### src/rtl/ps2_key_decoder.sv
// PS/2 Set-2 decoder for the spacebar and the left/right arrow keys.
// It produces held-key levels and a pulse when a prefix sequence is abandoned.
module ps2_key_decoder #(
  parameter int TIMEOUT_CYC = 130000
) (
  input  logic       clk,
  input  logic       rst,
  input  logic [7:0] rx_data,
  input  logic       rx_valid,
  output logic       key_space,
  output logic       key_left,
  output logic       key_right,
  output logic       seq_error
);

  localparam int CW = $clog2(TIMEOUT_CYC + 1);
  localparam logic [CW-1:0] C_TIMEOUT = CW'(TIMEOUT_CYC);

  localparam logic [7:0] C_EXT   = 8'hE0;
  localparam logic [7:0] C_BRK   = 8'hF0;
  localparam logic [7:0] C_SPACE = 8'h29;
  localparam logic [7:0] C_LEFT  = 8'h6B;
  localparam logic [7:0] C_RIGHT = 8'h74;

  typedef enum logic [1:0] {IDLE, EXT, BRK, EXT_BRK} state_t;

  state_t        r_state, w_stateNext;
  logic [CW-1:0] r_cnt, w_cntNext;
  logic          r_keySpace, r_keyLeft, r_keyRight, r_seqError;
  logic          w_keySpaceNext, w_keyLeftNext, w_keyRightNext, w_seqErrorNext;

  always_ff @(posedge clk) begin
    if (rst) begin
      r_state    <= IDLE;
      r_cnt      <= '0;
      r_keySpace <= 1'b0;
      r_keyLeft  <= 1'b0;
      r_keyRight <= 1'b0;
      r_seqError <= 1'b0;
    end else begin
      r_state    <= w_stateNext;
      r_cnt      <= w_cntNext;
      r_keySpace <= w_keySpaceNext;
      r_keyLeft  <= w_keyLeftNext;
      r_keyRight <= w_keyRightNext;
      r_seqError <= w_seqErrorNext;
    end
  end

  // An accepted byte always wins over the timeout; any byte not continuing a prefix lands in IDLE.
  always_comb begin
    w_stateNext    = r_state;
    w_cntNext      = r_cnt;
    w_keySpaceNext = r_keySpace;
    w_keyLeftNext  = r_keyLeft;
    w_keyRightNext = r_keyRight;
    w_seqErrorNext = 1'b0;

    if (rx_valid) begin
      w_cntNext   = '0;
      w_stateNext = IDLE;
      unique case (r_state)
        IDLE: begin
          if (rx_data == C_EXT)        w_stateNext = EXT;
          else if (rx_data == C_BRK)   w_stateNext = BRK;
          else if (rx_data == C_SPACE) w_keySpaceNext = 1'b1;
        end
        EXT: begin
          if (rx_data == C_BRK)        w_stateNext = EXT_BRK;
          else if (rx_data == C_EXT)   w_stateNext = EXT;
          else if (rx_data == C_LEFT)  w_keyLeftNext = 1'b1;
          else if (rx_data == C_RIGHT) w_keyRightNext = 1'b1;
        end
        BRK: begin
          if (rx_data == C_BRK)        w_stateNext = BRK;
          else if (rx_data == C_SPACE) w_keySpaceNext = 1'b0;
        end
        EXT_BRK: begin
          if (rx_data == C_LEFT)       w_keyLeftNext = 1'b0;
          else if (rx_data == C_RIGHT) w_keyRightNext = 1'b0;
        end
        default: w_stateNext = IDLE;
      endcase
    end else if (r_state != IDLE) begin
      if (r_cnt >= C_TIMEOUT) begin
        w_stateNext    = IDLE;
        w_cntNext      = '0;
        w_seqErrorNext = 1'b1;
      end else begin
        w_cntNext = r_cnt + CW'(1);
      end
    end else begin
      w_cntNext = '0;
    end
  end

  assign key_space = r_keySpace;
  assign key_left  = r_keyLeft;
  assign key_right = r_keyRight;
  assign seq_error = r_seqError;

endmodule
### config.mk
export PLATFORM = sky130hd
export DESIGN_NAME = ps2_key_decoder
export DESIGN_NICKNAME = d
export VERILOG_FILES = /design/src/rtl/ps2_key_decoder.sv
export SDC_FILE = /design/constraint.sdc
export NUM_CORES = 1
export LEC_CHECK = 0
export ABC_AREA = 1
export CELL_PAD_IN_SITES_DETAIL_PLACEMENT = 1
export CELL_PAD_IN_SITES_GLOBAL_PLACEMENT = 1
export CORE_UTILIZATION = 35
export CTS_CLUSTER_SIZE = 20
export DETAILED_ROUTE_END_ITERATION = 8
export PLACE_DENSITY_LB_ADDON = 0.1
export SYNTH_ARGS = -nofsm -noshare
export SYNTH_HDL_FRONTEND = slang
export SYNTH_SLANG_ARGS = --single-unit
### constraint.sdc
create_clock -name clk -period 2.7 [get_ports clk]
set_clock_uncertainty 0.2 [all_clocks]
set_input_delay 0.405 -clock clk [delete_from_list [all_inputs] [get_ports clk]]
set_output_delay 0.405 -clock clk [all_outputs]
set_load 0.01 [all_outputs]
### After elaboration in Yosys (flattened, before gate mapping)

Cells that the tools add are included.

| operators by class | value |
|---|---|
| add/sub/neg operators | 1 |
| $lt $le $gt $ge | 1 |
| eq/ne operators | 21 |
| mux-type cells | 27 |
| bitwise operators | 1 |
| reduce and logical (&&, ||, !) cells | 12 |

Operators by type and width:

| cell | number |
|---|---|
| $ne A2 B2 Y1 const B | 13 |
| $add A17 B1 Y17 const B | 1 |
| $ge A17 B17 Y1 const B | 1 |
| $mux W1 | 17 |
| $eq A8 B7 Y1 const B | 2 |
| $eq A8 B8 Y1 const B | 2 |
| $mux W2 | 6 |
| $reduce_bool A2 Y1 | 5 |
| $eq A8 B6 Y1 const B | 1 |
| $reduce_and A8 Y1 | 1 |
| $reduce_and A7 Y1 | 1 |
| $pmux W1 S2 | 3 |
| $pmux W2 S3 | 1 |
| $reduce_and A6 Y1 | 1 |
| $eq A2 B2 Y1 const B | 2 |
| $reduce_or A4 Y1 | 1 |
| $reduce_or A3 Y1 | 1 |
| $eq A2 B1 Y1 const B | 1 |
| $logic_not A2 Y1 | 1 |
| $reduce_and A2 Y1 | 1 |
| $not A1 Y1 | 1 |

| word-level totals | value |
|---|---|
| flip-flop bits (word level) | 23 |
| input port bits | 11 |
| output and inout port bits | 4 |
| word-level logic and storage cells | 69 |

### Logic depth before layout (Yosys ltp)

| depth | value |
|---|---|
| depth after elaboration | 6 |
| mapped depth | 9 |
| mapped depth without buffers | 9 |

### Worst setup path after synthesis

Ideal clock, no wire load.

| path | value |
|---|---|
| path kind | register -> register |
| start | register r_cnt[0] |
| end | register r_cnt[14] |
| setup time | 71 ps |
| arrival | 1185 ps |
| required time | 2429 ps |
| setup slack | 1244 ps |
| stages on the path, launching flop included | 7 |
| buffers on the path | 0 |
| period minus slack after synthesis | 1456 ps |
| path through | dfxtp_1 > ha_1 > nand3_2 > nor2_2 > nand3_1 > or2_0 > a21oi_1 |

| between the ends | value |
|---|---|
| cells in the longest elaborated chain, start to end | 2 |
| elaborated cells between the ends (all ways) | 3 |
| those cells by class | 1 x add/sub; 1 x order compare; 1 x reduce/logical |

Ends and longest elaborated chain:

| what | line | RTL |
|---|---|---|
| from (decl) | 28 | `logic [CW-1:0] r_cnt, w_cntNext;` |
| from (signal assigned) | 42 | `r_cnt <= w_cntNext;` |
| $ge A17 B17 Y1 | 85 | `if (r_cnt >= C_TIMEOUT) begin` |
| $reduce_or A4 Y1 (no line) | -- |  |

Several ways; a longest one is shown, not always the timed one.
A chain may end at the register's enable or synchronous reset.

### Worst setup path after layout

| path | value |
|---|---|
| start | register r_seqError (netlist: seq_error) |
| end | output port seq_error |

RTL lines:

| what | line | RTL |
|---|---|---|
| from (decl) | 29 | `logic r_keySpace, r_keyLeft, r_keyRight, r_seqError;` |
| from (signal assigned) | 46 | `r_seqError <= w_seqErrorNext;` |
| to (decl) | 13 | `output logic seq_error` |

No word-level cell between the ends.

==> run_results.csv <==
group,metric,value,unit
critical_path,cpMaxStageDelayCell,"clkdlybuf4s50_1",
critical_path,critPathKind,"reg -> out",
clock_network,cts_sinks,23,
drt,wl_per_cell,12.54,µm
critical_path,cpPeakStageDelay,0.55,ns
global_routing,grt_pass1_wl,5.678,mm
critical_path,path_cells,"clkdlybuf4s50_1",
power_and_ir_drop,leakagePower,0.5308,nW
clock_network,cts_setup_buffers,0,
drt,routed_wirelength,3.136,mm
final_layout,fin_area,1493,µm²
power_and_ir_drop,vdd_drop_max,0.3116,mV
yosys,ys_warn_count,0,
clock_network,clk_latency,0.32,ns
critical_path,worst_setup_path_start_kind,"register",
yosys,syn_avg_cell_area,6.835,µm²
die,start_util,0.3762,
power_and_ir_drop,intPower,414.5,µW
global_routing,grt_start_max_net_pins,18,
placed_design,place_congestion,0.8549,
clock_network,cts_tree,"done",
timing,fin_crit_sh,0.6774,
yosys,yosysTopAreaCellShare,0.3583,
clock_network,path_clk_slew,0.13,ns
power_and_ir_drop,clkPwrFrac,0.307,
timing,drv_slew,0,
yosys,ys_types,27,
timing,relSlewSlack,0.7377,
timing,fmax,546.7,MHz
final_layout,nets,218,
global_routing,antenna_found_initial,0,
clock_network,cts_resized,0,
power_and_ir_drop,p_per_area,361.5,nW/µm²
power_and_ir_drop,seq_power_share,0.629,
timing,final.setup.tns,0,ns
clock_network,htree_levels,1,
power_and_ir_drop,combPwrFrac,0.064,
timing,rsz0062_at_grt,"false",
global_routing,grt_pass1_vias,1322,
yosys,yosysTopAreaCell,"dfxtp_1",
drt,drc_errors,0,
die,die_h,62.59,µm
drt,drt-initial-drc-count,36,
timing,finalCriticalPeriod,1.829,ns
placed_design,placed_area,1466,µm²
yosys,syn-num-nets,201,
drt,viasPerCell,4.904,
die,num_rows,21,
yosys,netlist_area,1285,µm²
placed_design,port_buffers,14,
status,status,"complete, no violations",
yosys,ys_top_cells_by_area,"dfxtp_1 (36%), nand2_1 (12%), nor2_1 (9.9%)",
yosys,syn_inst,188,
drt,postRouteAntennaNets,0,
die,die-area,3918,µm²
global_routing,grt.overflow.total,0,
critical_path,worstPathRequired,2.10,ns
global_routing,globalRouteTotalUtil,0.1816,
die,die_x,62.59,µm
yosys,ys_seq_area_frac,0.3583,
flow_run,cap_violations,0,
timing,worstMarginPinSlew,0.3930,ns
critical_path,cp_top_family,"buffers and inverters",
drt,drtPass1Iterations,2,
drt,dr_total_vias,1226,
critical_path,cp_num_buf_inv,1,
clock_network,clockRootBuffer,"clkbuf_4",
clock_network,ctsHoldBuffers,0,
final_layout,syn_to_final_growth,16.16,%
critical_path,path_max_fanout,1,
power_and_ir_drop,switching_share,0.2319,
clock_network,cts.path.max_buffers,2,
timing,setup_violations,0,
final_layout,antennaDiodeCount,0,
critical_path,end_kind,"output port",
yosys,synth.ff_latch_count,23,
final_layout,drive_gt1_frac,0.1176,
timing,finalHoldViolCount,0,
die,core,3416,µm²
power_and_ir_drop,p_sw,125.2,µW
clock_network,cts-buffers-inserted,3,
placed_design,place_hpwl,2.562,mm
critical_path,crit_arrival,1.22,ns
worst_hold_path,hold_path_class,"reg -> reg",
die,top_level_ports,15,
-- Yosys cell counts --
master	count
a21oi_2	1
xnor2_1	1
o21ai_0	1
nor2_4	2
nor3_1	8
a21oi_1	9
nand3b_1	1
nor3_2	2
buf_2	1
and3_1	1
ha_1	2
nor2_1	34
or2_0	2
nand2_2	3
inv_2	1
dfxtp_1	23
clkinv_2	1
nor2_2	6
inv_1	22
nand4_1	4
nand2_4	1
nand3_1	10
nor3b_1	1
xor2_1	5
buf_6	1
nand2_1	41
nand3_2	4
-- layout by cell type (no fill, tap or decap), drive strengths merged, types with 4 or more instances in the layout --
| master | instances |
|---|---|
| a21oi | 10 |
| dfxtp | 23 |
| clkbuf | 4 |
| nand4 | 4 |
| xor2 | 5 |
| nor2 | 42 |
| nand2 | 45 |
| inv | 23 |
| nand3 | 14 |
| nor3 | 10 |
| clkdlybuf4s50 | 14 |
-- power by group through the flow --
stage                     Combinational [mW]  Clock [mW]  Sequential [mW]
after floorplan                       0.0128           0            0.347
after global placement                0.0331           0            0.347
after detailed placement              0.0346           0            0.347
after CTS                             0.0349       0.172            0.340
after global routing                  0.0382       0.189            0.340
final                                 0.0344       0.166            0.340
-- stage by stage --
step / total power [mW] / setup WS [ns] / hold slack (ns) / std cells / util
6_report: 0.5396 / 0.8710 / 0.2811 / 250 / 0.4370
5_1_grt: 0.5670 / 0.7763 / 0.2915 / 250 / 0.4370
4_1_cts: 0.5463 / 0.8473 / 0.2830 / 250 / 0.4370
3_5_place_dp: 0.3817 / 0.5166 / 0.2641 / 246 / 0.4293
3_3_place_gp: 0.3801 / 0.6094 / 0.2509 / 246 / 0.4293
2_1_floorplan: 0.3598 / 1.244 / 0.2371 / 188 / -
-- state kept, by name (all words and copies together) (netlist names) --
signal	cells
key_space	1
seq_error	1
key_right	1
key_left	1
r_cnt	17
r_state	2
-- worst register-to-register path, cell delays in order (launching register included) --
cell	delay [ns]
dfxtp_1	0.43
ha_1	0.24
nand3_2	0.13
nor2_2	0.16
nand3_1	0.13
or2_0	0.22
a21oi_1	0.11
-- path summary, 6_finish.rpt --
path	end	slack, ns	depth (start not counted)	startpoint
max	seq_error	0.87	1	seq_error$_SDFF_PP0_
min	key_left$_SDFFE_PP0P_	0.28	2	key_left$_SDFFE_PP0P_
max reg2reg	r_cnt[14]$_SDFF_PP0_	1.01	6	r_cnt[0]$_SDFF_PP0_
min reg2reg	key_left$_SDFFE_PP0P_	0.28	2	key_left$_SDFFE_PP0P_
-- per-layer routing --
layer	vias up	track usage	share of wire
met5	-	0	0
met1	577	0.1814	0.40
met2	18	0.3546	0.54
met4	0	0.05814	0.023
met3	6	0.05109	0.038
li1	625	-	-
-- logic make-up after synthesis --
| logic type | synth area share |
|---|---|
| and+or+nand+nor | 0.4518 |
| buffers and inverters | 0.08373 |
| DFF | 0.3583 |
| AOI/OAI and AO/OA | 0.04576 |
| xor gates and xnor gates | 0.04090 |
| adders and majority gates | 0.01947 |
-- cell type report --
cell class              count  area, µm²
well taps                  46      57.56
multi-input cells         139      716.9
fillers                   463       1923
repair buffers             14      140.1
clock buffers               4      26.28
flip-flops and latches     23      460.4
inverters                  24      91.34
Power figures use the tool's default switching activity.
